File: src/rtl/fetch_pc_unit_pkg.sv
// Shared state encoding, PC step and reset address for the instruction-fetch front end.
package fetch_pc_unit_pkg;

  typedef enum logic [1:0] {
    S_BOOT = 2'd0,
    S_REQ  = 2'd1,
    S_HOLD = 2'd2,
    S_DROP = 2'd3
  } fetch_state_e;

  localparam logic [31:0] PC_STEP          = 32'd4;
  localparam logic [31:0] RESET_PC_DEFAULT = 32'h0000_3000;

  function automatic logic [31:0] word_align(input logic [31:0] addr);
    return {addr[31:2], 2'b00};
  endfunction

endpackage

File: src/rtl/fetch_pc_unit_buf.sv
// One-entry IF->ID holding register: valid flag plus instruction word and its address.
module fetch_pc_unit_buf (
  input  logic        clk,
  input  logic        rst_n,
  input  logic        wr_en_i,
  input  logic [31:0] wr_instr_i,
  input  logic [31:0] wr_pc_i,
  input  logic        consume_i,
  input  logic        clear_i,
  output logic        valid_o,
  output logic [31:0] instr_o,
  output logic [31:0] pc_o
);

  logic        valid_q, valid_d;
  logic [31:0] instr_q, pc_q;

  // Clear beats a write; a write in the consume cycle keeps the entry valid.
  always_comb begin
    valid_d = valid_q;
    if (clear_i)
      valid_d = 1'b0;
    else if (wr_en_i)
      valid_d = 1'b1;
    else if (consume_i)
      valid_d = 1'b0;
  end

  always_ff @(posedge clk or negedge rst_n) begin
    if (!rst_n) begin
      valid_q <= 1'b0;
      instr_q <= '0;
      pc_q    <= '0;
    end else begin
      valid_q <= valid_d;
      if (wr_en_i && !clear_i) begin
        instr_q <= wr_instr_i;
        pc_q    <= wr_pc_i;
      end
    end
  end

  assign valid_o = valid_q;
  assign instr_o = instr_q;
  assign pc_o    = pc_q;

endmodule

File: src/rtl/fetch_pc_unit.sv
// Fetch front end: PC ownership, req/ack instruction-memory reads, redirect arbitration.
module fetch_pc_unit
  import fetch_pc_unit_pkg::*;
#(
  parameter logic [31:0] RESET_PC = RESET_PC_DEFAULT
) (
  input  logic        clk,
  input  logic        rst_n,
  output logic        imem_req,
  output logic [31:0] imem_addr,
  input  logic        imem_ack,
  input  logic [31:0] imem_rdata,
  output logic        if_valid,
  output logic [31:0] if_instr,
  output logic [31:0] if_pc,
  input  logic        id_ready,
  input  logic        br_valid,
  input  logic        br_taken,
  input  logic [31:0] br_target,
  input  logic        jmp_valid,
  input  logic [31:0] jmp_target,
  output logic        addr_err
);

  fetch_state_e state_q, state_d;
  logic [31:0]  pc_q, pc_d, tgt_q, tgt_d;
  logic         req_q, err_q, err_d;
  logic         br_redir, redir, slot_free, consume, buf_wr, buf_valid;
  logic [31:0]  raw_tgt, redir_tgt;

  // The EX branch is older than the ID jump, so it wins when both fire.
  assign br_redir  = br_valid & br_taken;
  assign redir     = br_redir | jmp_valid;
  assign raw_tgt   = br_redir ? br_target : jmp_target;
  assign redir_tgt = word_align(raw_tgt);
  assign consume   = buf_valid & id_ready;
  assign slot_free = ~buf_valid | id_ready;

  always_comb begin
    state_d = state_q;
    pc_d    = pc_q;
    tgt_d   = tgt_q;
    err_d   = err_q | (redir & (raw_tgt[1:0] != 2'b00));
    buf_wr  = 1'b0;
    unique case (state_q)
      S_BOOT: begin
        state_d = S_REQ;
        if (redir) pc_d = redir_tgt;
      end
      S_REQ: begin
        if (redir) begin
          if (imem_ack) begin
            pc_d    = redir_tgt;
            state_d = S_REQ;
          end else begin
            tgt_d   = redir_tgt;
            state_d = S_DROP;
          end
        end else if (imem_ack) begin
          // A word that finds the buffer still occupied is dropped and re-fetched later.
          if (slot_free) begin
            buf_wr  = 1'b1;
            pc_d    = pc_q + PC_STEP;
            state_d = id_ready ? S_REQ : S_HOLD;
          end else begin
            state_d = S_HOLD;
          end
        end
      end
      S_HOLD: begin
        if (redir) begin
          pc_d    = redir_tgt;
          state_d = S_REQ;
        end else if (id_ready) begin
          state_d = S_REQ;
        end
      end
      S_DROP: begin
        if (redir) tgt_d = redir_tgt;
        if (imem_ack) begin
          pc_d    = redir ? redir_tgt : tgt_q;
          state_d = S_REQ;
        end
      end
      default: state_d = S_BOOT;
    endcase
  end

  always_ff @(posedge clk or negedge rst_n) begin
    if (!rst_n) begin
      state_q <= S_BOOT;
      pc_q    <= RESET_PC;
      tgt_q   <= '0;
      req_q   <= 1'b0;
      err_q   <= 1'b0;
    end else begin
      state_q <= state_d;
      pc_q    <= pc_d;
      tgt_q   <= tgt_d;
      req_q   <= (state_d == S_REQ) || (state_d == S_DROP);
      err_q   <= err_d;
    end
  end

  fetch_pc_unit_buf u_buf (
    .clk        (clk),
    .rst_n      (rst_n),
    .wr_en_i    (buf_wr),
    .wr_instr_i (imem_rdata),
    .wr_pc_i    (pc_q),
    .consume_i  (consume),
    .clear_i    (redir),
    .valid_o    (buf_valid),
    .instr_o    (if_instr),
    .pc_o       (if_pc)
  );

  assign imem_req  = req_q;
  assign imem_addr = pc_q;
  assign if_valid  = buf_valid;
  assign addr_err  = err_q;

endmodule
File: config.mk
export PLATFORM = sky130hd
export DESIGN_NAME = fetch_pc_unit
export DESIGN_NICKNAME = d
export VERILOG_FILES = /design/src/rtl/fetch_pc_unit_pkg.sv /design/src/rtl/fetch_pc_unit_buf.sv /design/src/rtl/fetch_pc_unit.sv
export SDC_FILE = /design/constraint.sdc
export NUM_CORES = 1
export LEC_CHECK = 0
export CAP_MARGIN = 20
export CORE_MARGIN = 10
export CORE_UTILIZATION = 44
export DETAILED_ROUTE_END_ITERATION = 6
export PLACE_DENSITY_LB_ADDON = 0.25
export SLEW_MARGIN = 25
export SYNTH_ARGS = -nofsm -noshare
export SYNTH_HDL_FRONTEND = slang
export SYNTH_SLANG_ARGS = --single-unit
File: constraint.sdc
create_clock -name clk -period 1.8 [get_ports clk]
set_input_delay 0.45 -clock clk [delete_from_list [all_inputs] [get_ports clk]]
set_output_delay 0.45 -clock clk [all_outputs]
set_load 0.005 [all_outputs]
==> results of run 1 <==
## metal layers
metal / GRT usage (%) / vias up / wire length [µm]
met5: 0 / - / 0
met4: 5.64 / 0 / 437
met3: 6.13 / 33 / 2380
met2: 36.4 / 385 / 12100
met1: 31.0 / 3462 / 11400
li1: - / 3320 / -
## kinds of logic after synthesis
family | Yosys count | share of synthesized area, %
multiplexers | 74 | 14.3
buffers and inverters | 64 | 5.83
adder cells (fa/ha/maj) | 1 | 0.171
AND/OR/NAND/NOR | 222 | 15.1
XOR/XNOR | 3 | 0.359
AO/OA/AOI/OAI | 212 | 19.1
flip-flops | 132 | 45.2
## layout make-up
class	instances	area (µm²)
Fill cell	1241	4940
Multi-Input combinational cell	512	3730
Timing Repair Buffer	382	3640
Sequential cell	132	3310
Clock buffer	19	443
Tap cell	220	275
Clock inverter	13	101
Inverter	6	22.5
## per-stage QoR
| stage | cells | util (%) | hold WS, ps | setup TNS (ps) |
|---|---|---|---|---|
| after floorplan | 708 | - | 154 | -9080 |
| after global placement | 1211 | 63.0 | 385 | -58980 |
| after detailed placement | 1211 | 63.0 | 384 | -65010 |
| after CTS | 1278 | 68.6 | 471 | 0 |
| after global routing | 1284 | 70.0 | 477 | -230 |
| final | 1284 | 70.0 | 468 | 0 |
## registers in the layout (all words and copies together) (netlist names)
name           count
imem_addr         32
tgt_q             32
u_buf.instr_o     32
u_buf.pc_o        32
state_q            2
addr_err           1
u_buf.valid_o      1
## synthesized netlist by cell type (7+ instances only)
cell and number:
sky130_fd_sc_hd__o221ai_1 8, sky130_fd_sc_hd__buf_2 22, sky130_fd_sc_hd__dfrtp_1 130, sky130_fd_sc_hd__o21ai_1 7
sky130_fd_sc_hd__nor2b_1 9, sky130_fd_sc_hd__o21ai_0 49, sky130_fd_sc_hd__mux2i_1 10, sky130_fd_sc_hd__mux2_4 60
sky130_fd_sc_hd__nor2_1 65, sky130_fd_sc_hd__nand3_1 25, sky130_fd_sc_hd__a21oi_1 40, sky130_fd_sc_hd__and4b_1 11
sky130_fd_sc_hd__a41oi_1 10, sky130_fd_sc_hd__nand2_1 63, sky130_fd_sc_hd__a211oi_1 7, sky130_fd_sc_hd__buf_12 7
sky130_fd_sc_hd__clkbuf_1 19, sky130_fd_sc_hd__nor3_1 10, sky130_fd_sc_hd__a31oi_1 37, sky130_fd_sc_hd__nand4_1 9
## power groups by stage
stage | Sequential [W] | Combinational (W) | Clock [W]
floorplan | 0.00439 | 0.00175 | 0
global placement | 0.00442 | 0.00427 | 0
detailed placement | 0.00442 | 0.00437 | 0
CTS | 0.00431 | 0.00464 | 0.00326
global route | 0.00440 | 0.00504 | 0.00340
finish | 0.00432 | 0.00470 | 0.00320
## timing repair
item                                   4_1_cts  5_1_grt
pin swaps                                    2        5
setup buffers                               32        5
setup endpoints to repair                  138       51
gates cloned                                 3        1
resized for setup                           45       53
hold buffers                                 1        0
endpoints found under the hold margin       30        0
## worst max path at each step
stage,end,from,cells after the start
after global placement,u_buf.instr_o[19]$_DFFE_PN0P_,br_valid,6
final,if_instr[18],u_buf.instr_o[18]$_DFFE_PN0P_,1
after floorplan,u_buf.instr_o[0]$_DFFE_PN0P_,jmp_valid,8
after CTS,imem_addr[13],imem_addr[13]$_DFFE_PN1P_,2
after detailed placement,u_buf.instr_o[19]$_DFFE_PN0P_,br_valid,6
after global routing,u_buf.pc_o[22]$_DFFE_PN0P_,state_q[0]$_DFF_PN0_,7
==> results list, run 1 <==
- Count of standard-cell rows: 47
- Together, buffers and inverters on the worst path number 1.
- Most common library cell in the layout ignoring fill and taps: sky130_fd_sc_hd__clkdlybuf4s50_1
- Power density over cell area: 1060 nW/µm²
* Leak Pwr: 5.15 nW
- The design draws roughly 0.012 W.
* Slew margin rel.: 69.4%
- Setup violations, final: 0
- Core region area: roughly 16000 µm²
* Vertical die dimension: about 150 µm
* Average size of a mapped cell: 10.3 µm²
- Part of the power in combinational logic: between 30% and 40%
- Dividing the detail-routed wire length by the instance count gives about 20 µm.
- Switching Power: around 0.0037 W
* Final critical-path share of the clock period: 98.7%
- Between clock sinks in the finished design, the worst skew comes to around 7.6 ps.
- Of the total power, the clock network draws between 20% and 30%.
- Status: finished, final reports clean
- Part of the power in registers: a little over a third
- Initial DRT Pass Iterations: 6
* Count of unique library cells instantiated by Yosys: 70
- Part of the Yosys area used for sequential elements: a little under half
* Count of synthesis-stage warnings from yosys: 0
- Worst Setup Slack, final: around 23 ps
- Layout Nets: between 1000 and 1500
- Via count of the first global-routing pass: between 7000 and 8000
- With fillers left out, the area of the finished cells amounts to 11500 µm².
* Total wire length after detailed routing: ~26000 µm
- Data required time at the worst endpoint: approximately 1400 ps
- Number of flops mapped to enable cells by yosys: 0
* Root buffer cell: sky130_fd_sc_hd__clkbuf_16
- In this run, the number of DRC markers left after iteration 0 of detailed routing was 629.
- In this design, the stage delay of the slowest critical-path cell is 520 ps.
* Most frequent cells in the layout: sky130_fd_sc_hd__clkdlybuf4s50_1, sky130_fd_sc_hd__buf_4, sky130_fd_sc_hd__dfrtp_1
* Maximum number of pins on one net before global-route repair: 40
- The worst path needs between 1500 and 2000 ps of the cycle, external delays included.
- Number of slew-limit violations in the final report: 0
- Walking the worst path, the cells encountered are clkdlybuf4s50_1.
* Initial core utilization: between 40 and 50%
* Total count of hold-check failures in the final report: 0
- Detailed placement ended at an HPWL of ~19000 µm.
* Input/output buffers: roughly 200
* Global-route wire length before repair: 40800 µm
- Relative to the synthesized area, the layout overhead comes to 57.6%.
* Initial antenna violation count: 0
- Kind of cell adding the most delay to the critical path: buffers and inverters
- Internal power component: approximately 0.0085 W
- On the critical path, the stage with the largest delay is an instance of sky130_fd_sc_hd__clkdlybuf4s50_1.
- STA classifies the critical path startpoint as a flip-flop.
* Fraction of power spent switching nets: a little under a third
* Minimum setup slack among reg-to-reg paths: approximately 50 ps
- Post-route DRC violation count: 0
- The floorplan step defined a die boundary enclosing between 20000 and 25000 µm².
- The worst setup path is of the reg -> out kind.
- Placer Congestion: between 0.9 and 1
* Boundary Pins: 202
- CTS HTree Levels: 4
- The synthesized design contains 132 register bits.
- The synthesized design devotes to its leading area cell type 44.5% of total area.
* Mapped Nets: 812
* Global-route congestion overflow total: 0
- After synthesis, the cell types taking the most area are sky130_fd_sc_hd__dfrtp_1, sky130_fd_sc_hd__mux2_4, sky130_fd_sc_hd__o21ai_0.
* GRT Util Overall: a little under a quarter
* Reg-to-Reg End: u_buf.pc_o[28]$_DFFE_PN0P_
* Async set-reset flop share out of synthesis: 100%
- Max Fclk: roughly 0.56 GHz
- TritonCTS clock tree: yes
* Hold Path Cell Cnt: 1
- Clock latency on the worst-skew pair: 420 ps
- Post-Syn Instances: approximately 700
- Across the VDD grid, the largest voltage drop is about 0.78 mV.
- The clock net in this run drives a total of ~130 sinks.
- OpenSTA, run right after detailed placement, puts the worst setup slack at -627 ps.
* Post-Syn Area: ~7300 µm²
- For the pin with the worst max-slew slack, the measured transition is between 400 and 500 ps.
- The largest total area in the synthesized netlist belongs to sky130_fd_sc_hd__dfrtp_1.
* Maximum net fanout on the critical path: 2
* Reported max-cap violation count: 0
* Kind of path behind the tightest hold check: reg -> reg
- At the worst endpoint, the arrival time is between 1000 and 1500 ps.
- Worst-path clk slew: about 60 ps
- STA classifies the critical path endpoint as an output pin.
* Placed instance area: between 10000 and 15000 µm²
- The worst hold path begins at addr_err$_DFF_PN0_.
- The clock passes through at most 2 buffers.
- Reg2reg path depth: 7
* Remaining number of nets flagged by the antenna check after routing: 0
- In the final layout, the share of cells above drive strength 1 is 30.1%.
- 0 antenna diodes ended up in the layout.
- Vias after detailed routing: approximately 7000
- The path with the worst hold slack has its endpoint at addr_err$_DFF_PN0_.
- Setup repair after global routing could not meet its margin everywhere.
- The worst register-to-register path begins at state_q[0]$_DFF_PN0_.
- The most used flip-flop cell after synthesis is sky130_fd_sc_hd__dfrtp_1.
- CTS buffer count: 17
- Width of the chip: between 100 and 150 µm
- After detailed routing, the number of vias per cell comes to about 5.6.
Note: power is estimated with default switching activity, not from simulation.
==> inputs of run 2 (changes only) <==
Settings changed: CORE_UTILIZATION 44 to 55, DONT_BUFFER_PORTS set to 1.
==> run 2 against run 1 <==
Compared with the run above: worst hold slack got worse by 750 ps; final cell count decreased by 26%; routed wire length decreased by 10%; the run now ends with hold timing left; register-to-register slack got worse by 20 ps; clock power increased by 6%; maximum frequency increased by 0.52%; sequential cell count unchanged; sequential power increased by 5.3%.
==> results list, run 2 (synthesis results as in run 1) <==
- The placer congestion estimate came to 0.929 (+0.40%).
- The clock latency of the later-clocked register in the worst-skew pair was 420 ps (about the same).
- Met3 global-route usage: 10.5% (+4.4 points)
* Reported max-cap violation count: 0 (unchanged)
- The routed via count divided by cell count came to 6.53 (+16%).
- Remaining number of nets flagged by the antenna check after routing: 0 (unchanged)
- Layout Nets: 862 (-25%)
- The total power divided by cell area was 1220 nW/µm² (+15%).
* Maximum number of pins on one net before global-route repair: 133 (+230%)
- Post-route DRC violation count: 0 (unchanged)
- The worst setup path is of the reg -> reg kind.
- Minimum setup slack among reg-to-reg paths: 30 ps (-20 ps)
- Boundary Pins: 202 (unchanged)
- The worst slack on hold paths came to -278 ps (-746 ps).
- The total track usage was 25.2% (+2.0 points).
* Leak Pwr: 3.72 nW (-28%)
* Area enclosed by the die boundary: 18300 µm² (-17%)
* CP max-delay cell: sky130_fd_sc_hd__dfrtp_1
- The count of cells along the worst register-to-register path came to 5 (-2).
- Total half-perimeter wirelength after legalization and detailed placement: 17300 µm (-7.6%)
- Worst-margin pin slew: 448 ps (-6.82 ps)
- Clock tree synthesis selected as its root buffer the cell sky130_fd_sc_hd__clkbuf_16.
- The setup violation total in the final timing report is 0 (unchanged).
* Initial drt markers: 567 (-9.9%)
* Slew margin rel.: 69.7% (+0.30 points)
- The arrival time at the worst endpoint was 2120 ps (+790 ps).
* Cell area after layout: 8640 µm² (-25%)
- TritonCTS built the clock tree.
* Core region area: 13100 µm² (-20%)
- The final reports fail on hold timing.
- The power consumption was 0.0106 W (-14%).
- Most used routing layer in global routing: met2
- Worst-path clk slew: 60 ps (about the same)
- The via count of the first global-routing pass was 6050 (-16%).
- Number of slew-limit violations in the final report: 0 (unchanged)
- The routed wire length was 23700 µm (-10%).
- Count of standard-cell rows: 42 (-11%)
- The fmax came to 0.566 GHz (+0.52%).
- Fin Clk Skew: 6.62 ps (-0.972 ps)
- Max IR drop VDD: 0.557 mV (-28%)
* Initial core utilization: 55.7% (+11 points)
- Total count of hold-check failures in the final report: 132 (+132)
- The maximum net fanout on the critical path came to 6 (+4).
- Total negative slack for setup checks: 0 ps (unchanged)
- The met1 routing resource usage after global routing came to 32.1% (+1.0 points).
* Initial antenna violation count: 0 (unchanged)
- Most frequent cells in the layout: sky130_fd_sc_hd__dfrtp_1, sky130_fd_sc_hd__buf_4, sky130_fd_sc_hd__nor2_1, sky130_fd_sc_hd__nand2_1, sky130_fd_sc_hd__mux2_4
- Kind of cell adding the most delay to the critical path: simple AND/OR/NAND/NOR gates
- The number of buffers between clock root and the deepest sink came to 2 (unchanged).
- Initial DRT Pass Iterations: 7 (+1)
- The post-route fraction of the period consumed by the critical path is 98.2% (-0.51 points).
- The critical path goes through and3_2, nand3_1, o311ai_2, nand3_1, o211a_1.
- The number of buffer and inverter instances along the worst setup path is 0 (-1).
- Input/output buffers: 0 (-100%)
- Placed instance area: 7880 µm² (-24%)
* Met2 track demand over resource: 38.3% (+1.9 points)
- Most common library cell in the layout ignoring fill and taps: sky130_fd_sc_hd__dfrtp_1
- The maximum level of the CTS H-tree is 4 (unchanged).
* CP Depth: 5 (+4)
* Min Tclk post-route: 1770 ps (-9.14 ps)
- The clock buffer count from CTS came to 17 (unchanged).
* Global-route wire length before repair: 36000 µm (-12%)
- Setup repair after global routing could not meet its margin everywhere.
* Data required time at the worst endpoint: 2150 ps (+800 ps)
- Diode count: 0 (unchanged)
- Kind of path behind the tightest hold check: in -> async
- Cell repeated most along the worst path: sky130_fd_sc_hd__nand3_1
* WL/cell: 25.1 µm (+22%)
- The flow ran to the end, but the final reports show violations.
- The via count of the routed design is 6178 (-14%).
- Area Growth Syn to Fin: 18.1%
* Kind of launch point of the worst setup path: flip-flop
* Number of clock sinks: 132 (unchanged)
* Slowest stage delay, CP: 480 ps (-40 ps)
- Kind of capture point of the worst setup path: flip-flop
* Global-route congestion overflow total: 0 (unchanged)
- The layout cell share with drive strength beyond 1 is 28.2% (-1.9 points).
* Width of the chip: 135 µm (-9.1%)
* Vertical die dimension: 135 µm (-9.1%)
-- run 2: cell count changes in the layout (fill, tap and decap cells not counted), sizes merged --
cell | before | now
dlygate4sd2 | 22 | 0
clkdlybuf4s15 | 2 | 0
bufinv | 0 | 2
clkdlybuf4s50 | 161 | 0
clkinvlp | 4 | 2
buf | 179 | 87
clkinv | 5 | 8
bufbuf | 1 | 0
dlymetal6s2s | 15 | 0
inv | 10 | 7
dlygate4sd3 | 1 | 0
-- run 2: layout make-up --
class                   instances  area [µm²]
flip-flops and latches        132        3310
clock inverters                13         135
repair buffers                 89         836
well taps                     176         220
multi-input cells             512        3680
fillers                      1036        4500
inverters                       6        22.5
clock buffers                  18         439
-- run 2: repair_timing --
item,4_1_cts,5_1_grt
pin swaps,0,8
resized for setup,3,30
endpoints found under the hold margin,132,132
setup endpoints to repair,11,25
buffers inserted,1,5
cloned,0,2
-- run 2: metal layers --
metal | routed length, µm | vias up
li1 | - | 2734
met1 | 9380 | 3045
met2 | 10900 | 372
met3 | 3020 | 27
met4 | 415 | 0
met5 | 0 | -
-- run 2: path summary, 6_finish.rpt --
| check | startpoint | end |
|---|---|---|
| worst max-delay path | imem_addr[5]$_DFFE_PN0P_ | imem_addr[13]$_DFFE_PN1P_ |
| max in group asynchronous | rst_n | imem_addr[13]$_DFFE_PN1P_ |
| worst min-delay path | rst_n | u_buf.instr_o[29]$_DFFE_PN0P_ |
| worst min register to register | addr_err$_DFF_PN0_ | addr_err$_DFF_PN0_ |
| min in group clk | id_ready | state_q[0]$_DFF_PN0_ |
| worst max register to register | imem_addr[5]$_DFFE_PN0P_ | imem_addr[13]$_DFFE_PN1P_ |
-- run 2: per-stage QoR --
step,hold slack [ps],cells,util (%),setup slack [ps]
after floorplan,154,708,-,-149
after global routing,-296,946,65.8,-109
after detailed placement,159,907,60.0,-122
after global placement,160,907,60.0,-101
final,-278,946,65.8,32.2
after CTS,-285,939,64.5,12.4
-- run 2: report_power, final --
part / leakage [nW] / internal [W] / total, W / switching [W]
Combinational: 1.88 / 0.00145 / 0.00262 / 0.00117
Sequential: 1.56 / 0.00379 / 0.00455 / 0.000756
Clock: 0.282 / 0.00206 / 0.00338 / 0.00132
==> inputs of run 3 (changes only) <==
Settings changed: PLACE_DENSITY_LB_ADDON 0.25 to 0.3.
==> run 3 against run 2 <==
Compared with the run above: the run still ends with hold timing left; combinational power down 2%; sequential cell count unchanged; final cell count down 0.32%; largest power group unchanged.
==> results list, run 3 (synthesis results as in run 1) <==
- The core box area is 13100 µm² (unchanged).
- The first-pass GRT wire length came to 35000 µm (-2.8%).
* Area enclosed by the die boundary: 18300 µm² (unchanged)
- Kind of cell adding the most delay to the critical path: simple AND/OR/NAND/NOR gates
- Setup violations, final: 0 (unchanged)
- Worst setup path startpoint: imem_addr[3]$_DFFE_PN0P_
- The starting utilization of the core area is 55.7% (unchanged).
* Placed instance area: 7840 µm² (-0.54%)
* Reg-to-Reg End: imem_addr[14]$_DFFE_PN0P_
- Cell breakdown of the critical path: ha_2, nand3_1, or2_2, nor2_2, a31oi_1, o32a_1
- TritonCTS built the clock tree.
- Total wire length after detailed routing: 22900 µm (-3.4%)
- Hold Worst Slack: -278 ps (+0.125 ps)
- The worst-case headroom to the max-slew limit was 66.2% (-3.5 points).
- The final reports fail on hold timing.
* Total power consumption of the routed design: 0.0105 W (-0.90%)
- The DRC violations left came to 0 (unchanged).
* Initial antenna violation count: 0 (unchanged)
- The per-cell routed wire length was 24.3 µm (-3.1%).
- The reg-to-reg setup timing slack is 10 ps (-20 ps).
- Compared with the post-synthesis result, the final layout area differs by 17.0%.
* Number of clock sinks: 132 (unchanged)
- The library cell used most frequently in the layout, excluding fill and tap cells, is sky130_fd_sc_hd__dfrtp_1.
- The pin count of the biggest net entering global routing came to 133 (unchanged).
- The total power divided by cell area was 1220 nW/µm² (about the same).
* Most frequent cells in the layout: sky130_fd_sc_hd__dfrtp_1, sky130_fd_sc_hd__buf_4, sky130_fd_sc_hd__nor2_1
* CP max-delay cell: sky130_fd_sc_hd__dfrtp_1
- The cell sitting at the root of the clock tree is a sky130_fd_sc_hd__clkbuf_16.
* Reg2reg path depth: 6 (+1)
- Status: finished, violations left
- The layout cell share with drive strength beyond 1 was 27.6% (-0.54 points).
- Total half-perimeter wirelength after legalization and detailed placement: 16800 µm (-2.8%)
- Setup repair after global routing could not meet its margin everywhere.
- Reported max-cap violation count: 0 (unchanged)
- The worst stage delay on the critical path was 410 ps (-70 ps).
- The number of buffer and inverter instances along the worst setup path came to 0 (unchanged).
* Worst-margin pin slew: 502 ps (+54.0 ps)
- Kind of path behind the tightest hold check: in -> async
- Placer Congestion: 0.938 (+1.0%)
- The post-detailed-route count of antenna-violating nets is 0 (unchanged).
- The fmax was 0.559 GHz (-1.2%).
- STA classifies the critical path startpoint as a flip-flop.
* Kind of capture point of the worst setup path: flip-flop
- The number of buffers between clock root and the deepest sink came to 2 (unchanged).
- The arrival time at the worst endpoint is 2090 ps (-30 ps).
* Count of standard-cell rows: 42 (unchanged)
- The static leakage is 3.68 nW (-1.1%).
- The number of nets in the finished design was 859 (-0.35%).
- The worst path required time was 2100 ps (-50 ps).
- Global-route congestion overflow total: 0 (unchanged)
- Diode count: 0 (unchanged)
- The via count of the routed design is 6151 (-0.44%).
- Final critical-path share of the clock period: 99.4% (+1.2 points)
* Clock latency on the worst-skew pair: 420 ps (about the same)
- Worst-path clk slew: 60 ps (about the same)
- CTS buffer count: 17 (unchanged)
- The routed via count divided by cell count was 6.52 (-0.12%).
- The total iterations of the first detailed-routing run was 5 (-2).
- Fin Clk Skew: 7.57 ps (+0.942 ps)
* CTS HTree Levels: 4 (unchanged)
- The die boundary width is 135 µm (unchanged).
- Number of slew-limit violations in the final report: 0 (unchanged)
* Input/output buffers: 0 (unchanged)
- The number of filler instances in the final layout was 1059 (+2.2%).
* Max IR drop VDD: 0.629 mV (+13%)
* Min Tclk post-route: 1790 ps (+22.0 ps)
- The via count of the first global-routing pass is 6005 (-0.74%).
- Vertical die dimension: 135 µm (unchanged)
* Initial drt markers: 524 (-7.6%)
- The instance count on the critical path came to 6 (+1).
- The final design area excluding fillers was 8560 µm² (-0.93%).
- GRT Util Overall: 24.2% (-0.92 points)
- Boundary Pins: 202 (unchanged)
* Critical path class: reg -> reg
- In this run the critical register-to-register path is launched from imem_addr[3]$_DFFE_PN0P_.
* Critical Path Sink: imem_addr[14]$_DFFE_PN0P_
* Maximum net fanout on the critical path: 3 (-3)
* Total count of hold-check failures in the final report: 132 (unchanged)
-- run 3: changes by cell type in the layout (fill, tap and decap cells not counted), moves of 2 or more --
cell,change
sky130_fd_sc_hd__o21ai_1,-7
sky130_fd_sc_hd__clkinv_2,-3
sky130_fd_sc_hd__a41oi_1,+2
sky130_fd_sc_hd__clkbuf_8,+2
sky130_fd_sc_hd__buf_12,-5
sky130_fd_sc_hd__o21ai_0,+6
sky130_fd_sc_hd__buf_4,+2
sky130_fd_sc_hd__a41oi_2,-2
sky130_fd_sc_hd__clkinvlp_4,+3
-- run 3: final cells by class --
cell class                      instances  area, µm²  share of cell area [%]
Multi-Input combinational cell        512       3690                    43.1
Clock inverter                         11        104                    1.21
Timing Repair Buffer                   86        753                    8.80
Sequential cell                       132       3310                    38.6
Tap cell                              176        220                    2.57
Inverter                                6       22.5                   0.263
Clock buffer                           20        467                    5.45
-- run 3: worst min-delay path by stage --
stage | from | endpoint | slack (ps) | cells after the start
after floorplan | rst_n | addr_err$_DFF_PN0_ | 150 | 0
after global placement | rst_n | u_buf.instr_o[22]$_DFFE_PN0P_ | 160 | 0
after detailed placement | rst_n | u_buf.instr_o[22]$_DFFE_PN0P_ | 160 | 0
after CTS | rst_n | u_buf.instr_o[22]$_DFFE_PN0P_ | -290 | 0
after global routing | rst_n | u_buf.instr_o[22]$_DFFE_PN0P_ | -290 | 0
final | rst_n | u_buf.instr_o[22]$_DFFE_PN0P_ | -280 | 0
-- run 3: repair_timing --
item | 4_1_cts | 5_1_grt
cloned | 0 | 1
gates resized for setup | 2 | 24
pin swaps | 0 | 5
buffers inserted | 0 | 3
endpoints found under the setup margin | 2 | 66
hold endpoints to repair | 132 | 132
-- run 3: per-stage QoR --
step                hold slack [ps]  utilization [%]  setup TNS, ps  instances  worst slack, ps
finish                         -278             65.2              0        943             10.3
global route                   -286             65.2          -1520        943            -55.0
CTS                            -287             64.1              0        939             9.06
detailed placement              159             59.7          -1850        908            -77.7
global placement                159             59.7           -457        908            -40.2
floorplan                       154                -          -9080        708             -149
-- run 3: routing by layer --
layer  share of wire, %  vias to the layer above  global-route usage (%)
met2                 44                      382                    35.2
met3                 13                       40                    9.35
met4                2.7                        0                    9.27
met5                  0                        -                       0
li1                   -                     2721                       -
met1                 40                     3008                    32.0
-- run 3: where the power goes --
group          internal [W]  total [W]  switching [W]
registers           0.00379    0.00456       0.000764
clock network       0.00200    0.00333        0.00133
logic               0.00143    0.00257        0.00114
